--- src/rtl/nanov_spi_pkg.sv ---
// Shared types and constants for the nanoV SPI memory controller.
// The optional continuation mode is selected with SPI_MEM_CONTINUE_EN.
package nanov_spi_pkg;

  localparam int unsigned ADDR_BITS_DEF = 24;

  localparam logic [7:0] SPI_CMD_READ  = 8'h03;
  localparam logic [7:0] SPI_CMD_WRITE = 8'h02;

  typedef enum logic [2:0] {
    IDLE,
    CMD,
    ADDR,
    DATA,
    DONE,
    HOLD
  } state_t;

  function automatic logic [7:0] spi_cmd(input logic write);
    return write ? SPI_CMD_WRITE : SPI_CMD_READ;
  endfunction

endpackage

--- src/rtl/nanov_spi_shifter.sv ---
// Serial engine: two clk cycles per bit, MSB-first out of tx, miso shifted into rx at LSB.
// A load may coincide with the final edge of the previous segment so segments run back to back.
module nanov_spi_shifter
  import nanov_spi_pkg::*;
#(
  parameter int unsigned SW = 32,
  parameter int unsigned CW = 5
) (
  input  logic          clk,
  input  logic          rstn,
  input  logic          load,
  input  logic [SW-1:0] load_data,
  input  logic [CW-1:0] load_last,
  input  logic          miso,
  output logic          sclk,
  output logic          mosi,
  output logic [SW-1:0] rx,
  output logic          finished,
  output logic          last_c
);

  logic [SW-1:0] tx;
  logic [CW-1:0] cnt;
  logic [CW-1:0] last_idx;
  logic          active;

  assign mosi   = tx[SW-1];
  assign last_c = active & sclk & (cnt == last_idx);

  always_ff @(posedge clk) begin
    if (!rstn) begin
      tx       <= '0;
      rx       <= '0;
      cnt      <= '0;
      last_idx <= '0;
      active   <= 1'b0;
      sclk     <= 1'b0;
      finished <= 1'b0;
    end else begin
      finished <= 1'b0;
      // miso is captured on the edge that ends the high phase, even when a new segment loads
      if (active && sclk) rx <= {rx[SW-2:0], miso};
      if (load) begin
        tx       <= load_data;
        cnt      <= '0;
        last_idx <= load_last;
        sclk     <= 1'b0;
        active   <= 1'b1;
      end else if (active) begin
        if (!sclk) begin
          sclk <= 1'b1;
        end else begin
          sclk <= 1'b0;
          tx   <= {tx[SW-2:0], 1'b0};
          cnt  <= cnt + CW'(1);
          if (cnt == last_idx) begin
            active   <= 1'b0;
            finished <= 1'b1;
          end
        end
      end
    end
  end

endmodule

--- src/rtl/nanov_spi_mem_ctrl.sv ---
// SPI master turning single-word nanoV memory requests into serial-RAM READ/WRITE transactions.
// Define SPI_MEM_CONTINUE_EN to keep the chip selected and stream sequential same-direction requests.
module nanov_spi_mem_ctrl
  import nanov_spi_pkg::*;
#(
  parameter int unsigned DATA_BYTES = 4,
  parameter int unsigned ADDR_BITS  = ADDR_BITS_DEF
) (
  input  logic                    clk,
  input  logic                    rstn,
  input  logic                    start,
  input  logic                    is_write,
  input  logic [ADDR_BITS-1:0]    addr,
  input  logic [8*DATA_BYTES-1:0] wdata,
  output logic                    busy,
  output logic                    done,
  output logic [8*DATA_BYTES-1:0] rdata,
  output logic                    spi_select,
  output logic                    spi_clk_out,
  output logic                    spi_mosi,
  input  logic                    spi_miso
);

  localparam int unsigned DW = 8 * DATA_BYTES;
  localparam int unsigned SW = (ADDR_BITS > DW) ? ADDR_BITS : DW;
  localparam int unsigned CW = $clog2(SW);

  state_t               state;
  logic                 write_q;
  logic [ADDR_BITS-1:0] addr_q;
  logic [DW-1:0]        wdata_q;
  logic                 relaunch;

  logic                 load_c;
  logic [SW-1:0]        load_data_c;
  logic [CW-1:0]        load_last_c;
  logic [SW-1:0]        rx;
  logic                 finished;
  logic                 last_c;

  // Little-endian on the wire: byte 0 travels first, so it sits at the top of the shift word
  function automatic logic [DW-1:0] byte_swap(input logic [DW-1:0] v);
    logic [DW-1:0] r;
    for (int i = 0; i < int'(DATA_BYTES); i++) begin
      r[8*i +: 8] = v[8*(int'(DATA_BYTES)-1-i) +: 8];
    end
    return r;
  endfunction

`ifdef SPI_MEM_CONTINUE_EN
  logic cont_c;
  assign cont_c = (is_write == write_q) && (addr == addr_q + ADDR_BITS'(DATA_BYTES));
`endif

  // Shifter load strobes: fire on the edge that enters each segment
  always_comb begin
    load_c      = 1'b0;
    load_data_c = '0;
    load_last_c = '0;
    case (state)
      IDLE: begin
        if (relaunch || start) begin
          load_c      = 1'b1;
          load_data_c = SW'(spi_cmd(relaunch ? write_q : is_write)) << (SW - 8);
          load_last_c = CW'(7);
        end
      end
      CMD: begin
        if (last_c) begin
          load_c      = 1'b1;
          load_data_c = SW'(addr_q) << (SW - ADDR_BITS);
          load_last_c = CW'(ADDR_BITS - 1);
        end
      end
      ADDR: begin
        if (last_c) begin
          load_c      = 1'b1;
          load_data_c = write_q ? (SW'(byte_swap(wdata_q)) << (SW - DW)) : '0;
          load_last_c = CW'(DW - 1);
        end
      end
`ifdef SPI_MEM_CONTINUE_EN
      HOLD: begin
        if (start && cont_c) begin
          load_c      = 1'b1;
          load_data_c = is_write ? (SW'(byte_swap(wdata)) << (SW - DW)) : '0;
          load_last_c = CW'(DW - 1);
        end
      end
`endif
      default: ;
    endcase
  end

  always_ff @(posedge clk) begin
    if (!rstn) begin
      state      <= IDLE;
      busy       <= 1'b0;
      done       <= 1'b0;
      rdata      <= '0;
      spi_select <= 1'b1;
      write_q    <= 1'b0;
      addr_q     <= '0;
      wdata_q    <= '0;
      relaunch   <= 1'b0;
    end else begin
      done <= 1'b0;
      case (state)
        IDLE: begin
          if (relaunch) begin
            relaunch   <= 1'b0;
            spi_select <= 1'b0;
            state      <= CMD;
          end else if (start) begin
            write_q    <= is_write;
            addr_q     <= addr;
            wdata_q    <= wdata;
            busy       <= 1'b1;
            spi_select <= 1'b0;
            state      <= CMD;
          end
        end
        CMD:  if (last_c) state <= ADDR;
        ADDR: if (last_c) state <= DATA;
        DATA: begin
          // finished arrives one cycle after the last miso sample, so rx is complete here
          if (finished) begin
            state <= DONE;
            done  <= 1'b1;
            if (!write_q) rdata <= byte_swap(rx[DW-1:0]);
`ifndef SPI_MEM_CONTINUE_EN
            spi_select <= 1'b1;
`endif
          end
        end
        DONE: begin
          busy <= 1'b0;
`ifdef SPI_MEM_CONTINUE_EN
          state <= HOLD;
`else
          state <= IDLE;
`endif
        end
`ifdef SPI_MEM_CONTINUE_EN
        HOLD: begin
          if (start) begin
            write_q <= is_write;
            addr_q  <= addr;
            wdata_q <= wdata;
            busy    <= 1'b1;
            if (cont_c) begin
              state <= DATA;
            end else begin
              spi_select <= 1'b1;
              relaunch   <= 1'b1;
              state      <= IDLE;
            end
          end
        end
`endif
        default: state <= IDLE;
      endcase
    end
  end

  nanov_spi_shifter #(
    .SW(SW),
    .CW(CW)
  ) u_shifter (
    .clk      (clk),
    .rstn     (rstn),
    .load     (load_c),
    .load_data(load_data_c),
    .load_last(load_last_c),
    .miso     (spi_miso),
    .sclk     (spi_clk_out),
    .mosi     (spi_mosi),
    .rx       (rx),
    .finished (finished),
    .last_c   (last_c)
  );

endmodule

--- config.mk ---
export PLATFORM = sky130hd
export DESIGN_NAME = nanov_spi_mem_ctrl
export DESIGN_NICKNAME = d
export VERILOG_FILES = /design/src/rtl/nanov_spi_pkg.sv /design/src/rtl/nanov_spi_shifter.sv /design/src/rtl/nanov_spi_mem_ctrl.sv
export SDC_FILE = /design/constraint.sdc
export NUM_CORES = 1
export LEC_CHECK = 0
export BUFFER_PORTS_ARGS = -buffer_cell sky130_fd_sc_hd__buf_2
export CORE_ASPECT_RATIO = 0.7
export CORE_UTILIZATION = 57
export CTS_CLUSTER_SIZE = 12
export DETAILED_ROUTE_END_ITERATION = 10
export PLACE_DENSITY = 0.79
export RECOVER_POWER = 25
export SYNTH_ARGS = -nofsm -noshare
export SYNTH_HDL_FRONTEND = slang
export SYNTH_HIERARCHICAL = 1
export SYNTH_SLANG_ARGS = --single-unit
--- constraint.sdc ---
create_clock -name clk -period 3.55 [get_ports clk]
set_clock_uncertainty 0.2 [all_clocks]
set_input_delay 0.5325 -clock clk [delete_from_list [all_inputs] [get_ports clk]]
set_output_delay 0.5325 -clock clk [all_outputs]
set_load 0.005 [all_outputs]
==> summary.txt <==
Hold Vio Cnt, Final - 0
Yosys top cell area share - 48.0%
Final Cell Area - 0.00823 mm^2
combinational power share - 7.0%
WP data arrival - 2860 ps
drt initial violations - 368
maximum vdd drop - 0.000359 V
drt first pass iters - 5
largest net degree at the start of global routing - 99
Mapped Nets - 864
post-CTS setup repair buffer count - 0
I/O Buffers - 97
Fmax achieved - 347 MHz
CTS Hold Bufs - 0
hold path cells - 3
Clock Pin Slew Worst Setup and Hold Paths - 60 ps
Core ar. - 0.0120 mm^2
CTS tree - yes
WS Path Type - input pin to flip-flop
CP peak stage delay - 1830 ps
TNS Setup - 0 ps
Avg WL per Cell - 14.7 um
Worst EP required - 3530 ps
Vias/cell - 5.43
YS warnings - 6
Site Rows - 33
Sw Share - 23.0%
Post-Syn Area per Cell - 8.94 um^2
hold_sp - addr[8]
Post-synth EDFFs - 0
area of the mapped netlist - 0.00717 mm^2
Seq cells post-synth - 172
Sequential Power Share - 48.3%
element type at the critical path end - flip-flop
Starting Density - 59.9%
Area contributors post-synth - dfxtp_1, nand2_1, mux2i_1, mux2_2, a21oi_1
clock insertion delay at the later pin of the skew report - 420 ps
HP Class - input pin to flip-flop
ANT cells - 0
fill count - 957
worst path cell trace - buf_4 > clkinv_1 > clkbuf_1 > a21oi_1
Cells after Synth - 802
maxcap violations - 1
register area share after synthesis - 48.0%
post-cts sizing count - 0
Post-synth top flop - dfxtp_1
CTS buffer count - 17
fin crit period - 2880 ps
vias in the first global route - 5103
met3 usage - 5.06%
Period Utilization, post-route - 81.1%
clock sinks - 172
Final Routed Wirelength - 15200 um
leakage power - 0.00342 uW
nets - 928
Pint - 3260 uW
root buf cell - clkbuf_16
# DRC - 0
H-tree depth - 4
initial antenna violation count - 0
number of library cell types mapped by synthesis - 40
Slew Limit Fails - 61
Setup crit start - rstn
Routed Antenna Nets - 0
share of cells above drive strength 1 - 18.0%
Clock power frac - 44.7%
Synth async-reset ratio - 0%
Max stage delay cell, worst path - clkbuf_1
CP Max Fanout - 60
Register-to-Register Path Depth - 9
RSZ-0062 raised after global routing - false
Synth area leader - dfxtp_1
GR met2 Demand/Resource - 39.3%
Finish-stage setup viols - 0
Syn-to-layout area delta - 14.7%
failing checks - max-capacitance violations, max-slew violations
slew margin rel. - -73.6%
first-pass GRT wire length - 24300 um
R2R Path Start - u_shifter/cnt[0]
die area - 0.0130 mm^2
Top Usage Layer GRT - met2
total number of vias - 5624
NetSw - 976 uW
GRT Total Usage - 23.9%
Worst setup SP type - input pin
Worst-Margin Slew - 2600 ps
io pins - 98
PD cells - 516 mW/mm^2
met1 Use GR - 31.4%
DP HPWL - 9850 um
die extent in y - 95.9 um
clk buf depth - 2
status - finished, violations left
GP Congestion - 0.750
Remaining Overflow, GRT - 0
Die Wd - 136 um
placed instance area - 0.00765 mm^2
## state kept, by name, indices dropped and copies added, names as in the netlist
signal and flops:
u_shifter/tx 32, addr_q 24, u_shifter/rx 32, spi_select 1, done 1, state 3
rdata 32, write_q 1, u_shifter/finished 1, u_shifter/sclk 1, u_shifter/active 1, wdata_q 32
u_shifter/last_idx 5, busy 1, u_shifter/cnt 5
## synthesized netlist by cell type, types with 2 or more instances
master,instances
mux2i_1,37
nor2b_1,6
and2_1,9
nand3b_1,2
or3_1,2
mux2_2,31
a211oi_1,3
xnor2_1,7
a221o_1,2
a21boi_0,33
buf_6,4
a21oi_1,63
nand2_1,251
buf_2,24
o21ai_0,2
buf_4,6
nor2_1,10
nand3_1,3
o211a_1,31
buf_1,2
a22o_1,22
dfxtp_1,172
clkbuf_1,26
nand2b_1,38
## power groups by stage
stage / sequential, uW / clock, uW / combinational, uW
2_1_floorplan: 2070 / 0 / 225
3_3_place_gp: 2080 / 0 / 281
3_5_place_dp: 2090 / 0 / 298
4_1_cts: 2050 / 1920 / 300
5_1_grt: 2050 / 2000 / 332
6_report: 2050 / 1890 / 299
## critical path, delay by kind of cell
family	cells	cell delay [ps]
buffers and inverters	3	2140
AOI/OAI and AO/OA	1	110
## cells by family after synthesis
kind of cell    count (synthesis)  share of synthesized area [%]
flops                         172                           48.0
fa+ha+maj                       1                          0.174
buf+inv                        65                           4.57
compound gates                158                           15.8
xor+xnor                        8                          0.977
mux                            69                           10.2
simple gates                  329                           20.2
## worst paths after layout
path / to / slack, ps
setup / recovery: wdata_q[7] / 670
hold / removal: addr_q[8] / 150
hold reg to reg: wdata_q[31] / 250
setup reg to reg: u_shifter/tx[28] / 680
## placed cells by master, fill, tap and decap left out, types with 3 or more instances in the layout
cell type / synthesis / final
nor2_1: 10 / 9
clkinv_2: 0 / 3
a21oi_1: 63 / 63
o211a_1: 31 / 31
buf_2: 24 / 78
mux2_2: 31 / 31
nand3_1: 3 / 3
bufinv_16: 0 / 3
xnor2_1: 7 / 7
mux2i_1: 37 / 37
a21boi_0: 33 / 33
nand2b_1: 38 / 37
clkbuf_1: 26 / 20
dfxtp_1: 172 / 172
clkinvlp_4: 0 / 3
inv_6: 0 / 3
nor2b_1: 6 / 6
and2_1: 9 / 9
clkbuf_16: 0 / 17
a22o_1: 22 / 22
nand2_1: 251 / 251
buf_4: 6 / 8
a211oi_1: 3 / 3
## through the flow
step                total power (uW)  setup slack [ps]  hold WS [ps]  util [%]  instances
finish                          4240               670           148      68.7       1036
global route                    4390               437           141      68.7       1036
CTS                             4270               776           130      69.0       1036
detailed placement              2390               832           242      63.9       1004
global placement                2360               984           239      63.9       1004
floorplan                       2300              1060           232         -        802
## area by class of cell
type                    count  area, um^2  area share [%]
clock inverters            13         163            1.98
multi-input cells         565        3410            41.4
well taps                 157         196            2.39
inverters                   2        7.51          0.0913
repair buffers            108         567            6.89
clock buffers              19         443            5.38
flip-flops and latches    172        3440            41.9
## per-layer routing
layer / wire length, um / vias to the layer above
li1: - / 2819
met2: 7150 / 124
met4: 125 / 0
met5: 0 / -
met1: 7260 / 2670
met3: 697 / 11
Note: power is estimated with default switching activity, not from simulation.
